--- src/rtl/ul_deframe_pkg.sv ---
// Shared types and constants for the uplink frame deframer.
// Holds the FSM state encoding, default SOF word and datapath/counter widths.
package ul_deframe_pkg;

  localparam int unsigned CHK_W = 10;
  localparam int unsigned CNT_W = 16;

  localparam logic [CHK_W-1:0] SOF_WORD_DEFAULT = 10'h3C1;

  typedef enum logic [2:0] {
    ST_IDLE    = 3'd0,
    ST_LEN     = 3'd1,
    ST_PAYLOAD = 3'd2,
    ST_CHK     = 3'd3,
    ST_DRAIN   = 3'd4
  } state_e;

  // Saturating increment for the frame/error counters.
  function automatic logic [CNT_W-1:0] sat_inc(input logic [CNT_W-1:0] v);
    return (v == '1) ? v : v + CNT_W'(1);
  endfunction

endpackage

--- src/rtl/ul_frame_buf.sv ---
// Payload buffer: simple dual-port RAM, one write port and one registered read port.
// The read register resets to zero because it drives the released data output directly.
module ul_frame_buf
  import ul_deframe_pkg::*;
#(
  parameter int unsigned DEPTH = 64,
  parameter int unsigned AW    = 6
) (
  input  logic             clk,
  input  logic             rst,
  input  logic             wr_en,
  input  logic [AW-1:0]    wr_addr,
  input  logic [CHK_W-1:0] wr_data,
  input  logic             rd_en,
  input  logic [AW-1:0]    rd_addr,
  output logic [CHK_W-1:0] rd_data
);

  logic [CHK_W-1:0] mem [DEPTH];

  always_ff @(posedge clk) begin
    if (wr_en) mem[wr_addr] <= wr_data;
  end

  always_ff @(posedge clk or posedge rst) begin
    if (rst)        rd_data <= '0;
    else if (rd_en) rd_data <= mem[rd_addr];
  end

endmodule

--- src/rtl/ul_frame_deframer.sv ---
// Uplink frame deframer: delimits SOF/LEN/payload/CHK frames, verifies checksum, releases good frames.
// Optional inter-word idle timeout is built when UL_DEFRAME_TIMEOUT_EN is defined.
module ul_frame_deframer
  import ul_deframe_pkg::*;
#(
  parameter int unsigned      MAX_LEN     = 64,
  parameter logic [CHK_W-1:0] SOF_WORD    = SOF_WORD_DEFAULT,
  parameter int unsigned      TIMEOUT_CYC = 255
) (
  input  logic             CLK_10MHZ,
  input  logic             Rst,
  input  logic [CHK_W-1:0] UlDataIn,
  input  logic             UlDataInEn,
  input  logic             shakehand_success,
  output logic [CHK_W-1:0] OutData,
  output logic             OutValid,
  input  logic             OutReady,
  output logic             OutLast,
  output logic [CNT_W-1:0] FrameOkCnt,
  output logic [CNT_W-1:0] ErrCnt,
  output logic             ErrPulse
);

  localparam int unsigned AW = (MAX_LEN > 1) ? $clog2(MAX_LEN) : 1;

  state_e           state_q, state_d;
  logic [CHK_W-1:0] len_q, len_d;
  logic [CHK_W-1:0] sum_q, sum_d;
  logic [AW-1:0]    idx_q, idx_d;
  logic             ovr_q, ovr_d;
  logic             valid_d, last_d;
  logic             err_c, ok_c;
  logic             wr_en, rd_en;
  logic [AW-1:0]    rd_addr;
  logic             sof_c, in_frame_c, timeout_c, abort_c;

  assign sof_c      = UlDataInEn && (UlDataIn == SOF_WORD);
  assign in_frame_c = (state_q == ST_LEN) || (state_q == ST_PAYLOAD) || (state_q == ST_CHK);
  assign abort_c    = in_frame_c && (!shakehand_success || timeout_c);

`ifdef UL_DEFRAME_TIMEOUT_EN
  localparam int unsigned TW = $clog2(TIMEOUT_CYC + 1);

  logic [TW-1:0] idle_q, idle_d;

  // Consecutive idle cycles inside a frame; aborts on the TIMEOUT_CYC-th one.
  always_comb begin
    idle_d    = '0;
    timeout_c = 1'b0;
    if (in_frame_c && !UlDataInEn) begin
      if (idle_q == TW'(TIMEOUT_CYC - 1)) timeout_c = 1'b1;
      else                                 idle_d    = idle_q + TW'(1);
    end
  end

  always_ff @(posedge CLK_10MHZ or posedge Rst) begin
    if (Rst) idle_q <= '0;
    else     idle_q <= idle_d;
  end
`else
  logic unused_timeout;
  assign timeout_c      = 1'b0;
  assign unused_timeout = ^32'(TIMEOUT_CYC);
`endif

  ul_frame_buf #(
    .DEPTH (MAX_LEN),
    .AW    (AW)
  ) u_buf (
    .clk     (CLK_10MHZ),
    .rst     (Rst),
    .wr_en   (wr_en),
    .wr_addr (idx_q),
    .wr_data (UlDataIn),
    .rd_en   (rd_en),
    .rd_addr (rd_addr),
    .rd_data (OutData)
  );

  always_ff @(posedge CLK_10MHZ or posedge Rst) begin
    if (Rst) state_q <= ST_IDLE;
    else     state_q <= state_d;
  end

  // Next-state, datapath and buffer control.
  always_comb begin
    state_d = state_q;
    len_d   = len_q;
    sum_d   = sum_q;
    idx_d   = idx_q;
    ovr_d   = ovr_q;
    valid_d = OutValid;
    last_d  = OutLast;
    err_c   = 1'b0;
    ok_c    = 1'b0;
    wr_en   = 1'b0;
    rd_en   = 1'b0;
    rd_addr = '0;
    if (abort_c) begin
      err_c   = 1'b1;
      state_d = ST_IDLE;
    end else begin
      case (state_q)
        ST_IDLE: begin
          ovr_d = 1'b0;
          if (sof_c && shakehand_success) state_d = ST_LEN;
        end
        ST_LEN: begin
          if (UlDataInEn) begin
            if (UlDataIn == '0 || UlDataIn > CHK_W'(MAX_LEN)) begin
              err_c   = 1'b1;
              state_d = ST_IDLE;
            end else begin
              len_d   = UlDataIn;
              sum_d   = UlDataIn;
              idx_d   = '0;
              state_d = ST_PAYLOAD;
            end
          end
        end
        ST_PAYLOAD: begin
          if (UlDataInEn) begin
            wr_en = 1'b1;
            sum_d = sum_q + UlDataIn;
            if (idx_q == AW'(len_q - CHK_W'(1))) state_d = ST_CHK;
            else                                  idx_d   = idx_q + AW'(1);
          end
        end
        ST_CHK: begin
          if (UlDataInEn) begin
            if (UlDataIn == sum_q) begin
              // Prefetch word 0 so it is on OutData when OutValid rises.
              ok_c    = 1'b1;
              rd_en   = 1'b1;
              rd_addr = '0;
              idx_d   = '0;
              valid_d = 1'b1;
              last_d  = (len_q == CHK_W'(1));
              state_d = ST_DRAIN;
            end else begin
              err_c   = 1'b1;
              state_d = ST_IDLE;
            end
          end
        end
        ST_DRAIN: begin
          // A new frame cannot be buffered yet: discard it once.
          if (sof_c && !ovr_q) begin
            err_c = 1'b1;
            ovr_d = 1'b1;
          end
          if (OutValid && OutReady) begin
            if (OutLast) begin
              valid_d = 1'b0;
              last_d  = 1'b0;
              state_d = ST_IDLE;
            end else begin
              idx_d   = idx_q + AW'(1);
              rd_en   = 1'b1;
              rd_addr = idx_q + AW'(1);
              last_d  = ((idx_q + AW'(1)) == AW'(len_q - CHK_W'(1)));
            end
          end
        end
        default: state_d = ST_IDLE;
      endcase
    end
  end

  always_ff @(posedge CLK_10MHZ or posedge Rst) begin
    if (Rst) begin
      len_q      <= '0;
      sum_q      <= '0;
      idx_q      <= '0;
      ovr_q      <= 1'b0;
      OutValid   <= 1'b0;
      OutLast    <= 1'b0;
      ErrPulse   <= 1'b0;
      ErrCnt     <= '0;
      FrameOkCnt <= '0;
    end else begin
      len_q    <= len_d;
      sum_q    <= sum_d;
      idx_q    <= idx_d;
      ovr_q    <= ovr_d;
      OutValid <= valid_d;
      OutLast  <= last_d;
      ErrPulse <= err_c;
      if (err_c) ErrCnt     <= sat_inc(ErrCnt);
      if (ok_c)  FrameOkCnt <= sat_inc(FrameOkCnt);
    end
  end

endmodule
--- config.mk ---
export PLATFORM = sky130hd
export DESIGN_NAME = ul_frame_deframer
export DESIGN_NICKNAME = d
export VERILOG_FILES = /design/src/rtl/ul_deframe_pkg.sv /design/src/rtl/ul_frame_buf.sv /design/src/rtl/ul_frame_deframer.sv
export SDC_FILE = /design/constraint.sdc
export NUM_CORES = 1
export LEC_CHECK = 0
export BUFFER_PORTS_ARGS = -buffer_cell sky130_fd_sc_hd__buf_2
export CAP_MARGIN = 20
export CELL_PAD_IN_SITES_DETAIL_PLACEMENT = 0
export CELL_PAD_IN_SITES_GLOBAL_PLACEMENT = 1
export CORE_ASPECT_RATIO = 1.2
export CORE_MARGIN = 2
export CORE_UTILIZATION = 53
export DETAILED_ROUTE_END_ITERATION = 12
export GPL_TIMING_DRIVEN = 0
export PLACE_DENSITY_LB_ADDON = 0.1
export SLEW_MARGIN = 0
export SYNTH_ARGS = -nofsm -noshare
export SYNTH_HDL_FRONTEND = slang
export SYNTH_SLANG_ARGS = --single-unit
--- constraint.sdc ---
create_clock -name CLK_10MHZ -period 3.4 [get_ports CLK_10MHZ]
set_input_delay 0.17 -clock CLK_10MHZ [delete_from_list [all_inputs] [get_ports CLK_10MHZ]]
set_output_delay 0.17 -clock CLK_10MHZ [all_outputs]
set_load 0.02 [all_outputs]
# Word-level counts from Yosys, hierarchy flattened
# Memories as Yosys holds them, arrays and structs flattened. A register that Yosys moved wholly into a read port is not among the register bits.
# Cells that the tools add are included.
[op_classes] magnitude_cmp=1 bitwise=4 n_eq_ne=28 n_addsub=5 muxes=60 n_reduce_logical=25
[op_table] op="$mux 6" n=12
[op_table] op="$add 16x1->16 const B" n=2
[op_table] op="$eq 16x16->1 const B" n=2
[op_table] op="$mux 10" n=3
[op_table] op="$mux 1" n=27
[op_table] op="$mux 3" n=9
[op_table] op="$pmux 6 s4" n=1
[op_table] op="$pmux 10 s2" n=1
[op_table] op="$ne 2x2->1 const B" n=9
[op_table] op="$ne 3x3->1 const B" n=6
[op_table] op="$pmux 3 s5" n=1
[op_table] op="$eq 6x6->1" n=2
[op_table] op="$add 10x10->10" n=1
[op_table] op="$eq 10x1->1 const B" n=1
[op_table] op="$eq 10x10->1" n=1
[op_table] op="$eq 10x10->1 const B" n=1
[op_table] op="$gt 10x7->1 const B" n=1
[op_table] op="$logic_not 10->1" n=1
[op_table] op="$reduce_and 10->1" n=1
[op_table] op="$reduce_and 5->1" n=2
[op_table] op="$pmux 1 s2" n=4
[op_table] op="$reduce_and 7->1" n=1
[op_table] op="$add 6x1->6 const B" n=1
[op_table] op="$eq 3x2->1 const B" n=2
[op_table] op="18 further kinds" n=31
[word_totals] ff_bits=65 ramBits=640 input_bits=15 n_memories=1 out_inout_bits=45 word_cells=134
[mem_list] name="u_buf.mem" depth=64 width=10 read_ports=1 rd_clocked_by_memory_dff=1 wr=1 line="ul_frame_buf.sv:19" source="logic [CHK_W-1:0] mem [DEPTH];"

# Logic depth before layout (Yosys ltp)
[depth] depth_word=7 mapped_depth=11 ltp_nobuf=9

# Cells and area by module
# Synthesis repeated with hierarchy kept, for this count alone.
[unflattened] cells_unflattened=1550 hier_area_um2=29149.2
[by_module_without_submodules] module="ul_frame_buf" instances=1 cells_each=1145 area_per_inst_um2=25255.5 seq_area_each_um2=19468.7
[by_module_without_submodules] module="ul_frame_deframer" instances=1 cells_each=405 area_per_inst_um2=3893.7 seq_area_each_um2=1626.6

# Least setup slack after synthesis
# No wires, ideal clock.
[synth_timing] kind="register to register" from="register state_q[0]" to="register u_buf.rd_data[0] (read register of u_buf.mem)" setup_time_ps=122 path_buffers=4 stages_incl_launch_ff=12 setup_slack_ps=440 t_arrival_ps=2838 required_ps=3278 synth_period_minus_slack_ps=2960 path_cell_list="dfrtp_1 > buf_2 > or4b_4 > or3_1 > buf_2 > buf_2 > buf_2 > mux2i_1 > o22ai_1 > o32ai_1 > mux2_2 > a2111oi_1"
[synth_between] elab_chain_len=5 elab_cells_between_ends=11 cone_classes="4 x eq/ne; 4 x mux; 3 x reduce/logical"
[synth_lines] element="start: declaration" line="ul_frame_deframer.sv:26" source="state_e state_q, state_d;"
[synth_lines] element="start signal: assignment" line="ul_frame_deframer.sv:82" source="else state_q <= state_d;"
[synth_lines] element="$eq 3x1->1 / $eq 3x2->1 (equally long branches)" line="ul_frame_deframer.sv:38" source="assign in_frame_c = (state_q == ST_LEN) || (state_q == ST_PAYLOAD) || (state_q == ST_CHK);"
[synth_lines] element="$logic_or 1x1->1 (2 in a row)" line="ul_frame_deframer.sv:38"
[synth_lines] element="$logic_and 1x1->1" line="ul_frame_deframer.sv:39" source="assign abort_c = in_frame_c && (!shakehand_success || timeout_c);"
[synth_lines] element="$mux 6 / $mux 1 (equally long branches)" line="ul_frame_deframer.sv:99" source="if (abort_c) begin"
[synth_lines] element="end: declaration" line="ul_frame_buf.sv:16" source="output logic [CHK_W-1:0] rd_data"
# Parallel ways exist; a longest one is shown, timed or not.
# A chain may end at the register's enable or synchronous reset.

# Worst setup path in the final report
[layout_timing] from="register idx_q[0]" to="memory u_buf.mem[10][8], enable pin"
[layout_lines] element="start: declaration" line="ul_frame_deframer.sv:29" source="logic [AW-1:0] idx_q, idx_d;"
[layout_lines] element="start signal: assignment" line="ul_frame_deframer.sv:184" source="idx_q <= idx_d;"
[layout_lines] element="end: declaration" line="ul_frame_buf.sv:19"
# No word-level cell before the write port.

==> impl_metrics.ini <==
[status]
outcome = finished clean

[yosys]
synth_area_mm2 = 0.02948
synth_seq_area_share = 0.7155
synth_cell_types = 67
synth_nets = 1976
yosys_warnings = 0
synthCells = 1946
synth_enable_flop_cells = 640
async_flop_share = 0.1049
synth-seq-cells = 715
ys.flop_type = edfxtp_1
synth_area_per_cell_um2 = 15.15

[routing]
vias = 17380
drtIter0Drc = 1365
route.detailed.drc = 0
detail_route.vias_per_cell = 6.041
dr.pass1.iters = 8
wl_per_cell_um = 26.53
routed_wl_um = 76320
ant_nets = 0

[global_route]
grtUsageTotal = 0.2681
grtUsageMet1 = 0.3341
grt_pass1_wl_um = 111100
grt_overflow = 0
antenna_found_initial = 0
top_usage_layer = met2
grt_max_degree = 73
grt_pass1_vias = 17400
use_met3 = 0.04132
grt_use_met2 = 0.4605

[clock_tree]
clk_latency_ns = 0.62
cts_buffers = 70
cts.sinks = 715
cts_root_buf = clkbuf_16
cts.path.max_buffers = 3
cts_tree = built
cts_max_level = 3
path_clk_slew_ns = 0.06

[sta]
period_needed_ns = 3.314
worst_pin_slew_ns = 0.9711
drv_slew = 0
min_period_over_period = 0.9746
hold_violations = 0
finClkSkew_ns = 0.02616
max_freq_mhz = 301.8
rsz0062_at_grt = yes
slew_headroom = 0.3526
setup-violations-final = 0
layout_setup_ws_ns = 0.08630
hold_slack_ns = 0.1453

[place]
gp_congestion = 0.9463
portBuffers = 58
place_ws_ns = -1.027
dp_hpwl_um = 49610
post_dp_cell_area_mm2 = 0.03081

[setup_path]
start_kind = flop
end_kind = flop
critPathKind = reg2reg
worst-path-buf-inv = 4
slowest_delay_ns = 0.53
cpMostUsedCell = clkbuf_2
cp_slowest_cell = nand3_2
arrival_ns = 3.59
crit_fanout = 10
cp.depth = 7
r2r_start = idx_q[0]$_DFFE_PP0P_
cp-startpoint = idx_q[0]$_DFFE_PP0P_
worstPathRequired_ns = 3.67
rr_worst_depth = 7
cp_top_family = simple AND/OR/NAND/NOR gates
cp_cell_sequence = clkbuf_2 > clkbuf_2 > clkbuf_1 > clkbuf_2 > nor2_1 > nand3_2 > nor2_4

[pwr]
p_int_w = 0.01401
total_power_w = 0.01751
clockPowerShare = 0.436
peakVddDrop_mv = 0.4519
power.leakage_nw = 11.98
combPwrFrac = 0.017
p_seq_frac = 0.547
switching_power_w = 0.003504
switching_share = 0.2001
power_density_mw_per_mm2 = 515.9

[floorplan]
core_mm2 = 0.05493
pin_count = 60
die_h_um = 262.4
dieArea_mm2 = 0.05754
die_x_um = 219.3
start_util = 0.5368
rows = 94

[cells_and_area]
area_growth_pct = 15.12
diodes = 0
fin_area_mm2 = 0.03394
drive_gt1_frac = 0.1748
most-common-layout-cells = edfxtp_1, mux2i_1, o21ai_0
nets = 2131
final_common_cell = edfxtp_1

[hold_path]
whs_path_depth = 1
min_from = UlDataIn[8]
min_path_type = in2reg

[job]
drv_cap = 0
==> power groups by stage <==
stage	sequential, W	clock [W]	combinational [W]
floorplan	0.00977	0	0.0000837
finish	0.00958	0.00763	0.000299
global placement	0.00977	0	0.000268
detailed placement	0.00977	0	0.000297
CTS	0.00958	0.00773	0.000303
global route	0.00958	0.00806	0.000324
==> worst paths after layout <==
| check | to | slack, ns |
|---|---|---|
| worst max-delay path | u_buf.mem[10][8]$_DFFE_PP_ | 0.09 |
| worst min-delay path | u_buf.mem[49][8]$_DFFE_PP_ | 0.15 |
| worst max register to register | u_buf.mem[10][8]$_DFFE_PP_ | 0.09 |
| worst min register to register | FrameOkCnt[5]$_DFFE_PP0P_ | 0.49 |
| max in group asynchronous | u_buf.rd_data[2]$_DFFE_PP0P_ | 2.23 |
| min in group asynchronous | ErrCnt[3]$_DFFE_PP0P_ | 0.58 |
==> cells by family (layout without fill, tap and decap cells) <==
| family | after synthesis | after routing | synth area share |
|---|---|---|---|
| adders and majority gates | 15 | 15 | 0.006620 |
| muxes | 264 | 264 | 0.09086 |
| buffers and inverters | 126 | 337 | 0.01753 |
| xor gates and xnor gates | 58 | 58 | 0.01723 |
| AOI/OAI and AO/OA | 437 | 437 | 0.09812 |
| DFF | 715 | 715 | 0.7155 |
| and+or+nand+nor | 331 | 331 | 0.05415 |
==> metrics by stage <==
step | instances | util | TNS [ns]
after floorplan | 1946 | - | 0
after global placement | 2724 | 0.5585 | -361.11
after detailed placement | 2729 | 0.5609 | -376.62
after CTS | 2875 | 0.6142 | 0
after global routing | 2877 | 0.6179 | -2.938
final | 2877 | 0.6179 | 0
==> final cells by class <==
cell class | count | area [um^2]
fillers | 4115 | 20990
plain buffers | 112 | 559.3
clock inverters | 39 | 326.6
clock buffers | 89 | 1907
repair buffers | 86 | 620.6
inverters | 11 | 43.79
well taps | 720 | 900.9
multi-input cells | 1105 | 8487
flip-flops and latches | 715 | 21100
==> per-layer routing <==
layer	vias to the layer above	share of wire
li1	7938	-
met1	8814	0.39
met2	493	0.52
met3	134	0.053
met4	0	0.039
met5	-	0
==> cells in the mapped netlist (22+ instances only) <==
cell | instances | area [um^2]
a21oi_1 | 50 | 250.2
buf_2 | 26 | 130.1
clkbuf_1 | 77 | 289.0
dfrtp_1 | 75 | 1877
edfxtp_1 | 640 | 19220
mux2i_1 | 235 | 2352
nand2_1 | 46 | 172.7
nand3_1 | 55 | 275.3
nor2_1 | 140 | 525.5
o211ai_1 | 48 | 360.4
o21a_1 | 22 | 165.2
o21ai_0 | 149 | 745.7
o22a_1 | 29 | 254.0
o22ai_1 | 33 | 206.5
o32ai_1 | 24 | 210.2
xnor2_1 | 39 | 341.6
==> state kept, by name (all words and copies together), names as in the netlist, 3 cells and up <==
register,count
idx_q,6
len_q,10
ErrCnt,16
sum_q,10
u_buf.rd_data,10
FrameOkCnt,16
u_buf.mem,640
state_q,3
==> timing repair <==
item / 4_1_cts / 5_1_grt
hold endpoints to repair: 91 / 0
pin swaps: 6 / 3
setup buffers: 14 / 3
hold buffers: 5 / 0
endpoints found under the setup margin: 570 / 269
gates resized for setup: 147 / 67
(Power assumes the default switching activity.)
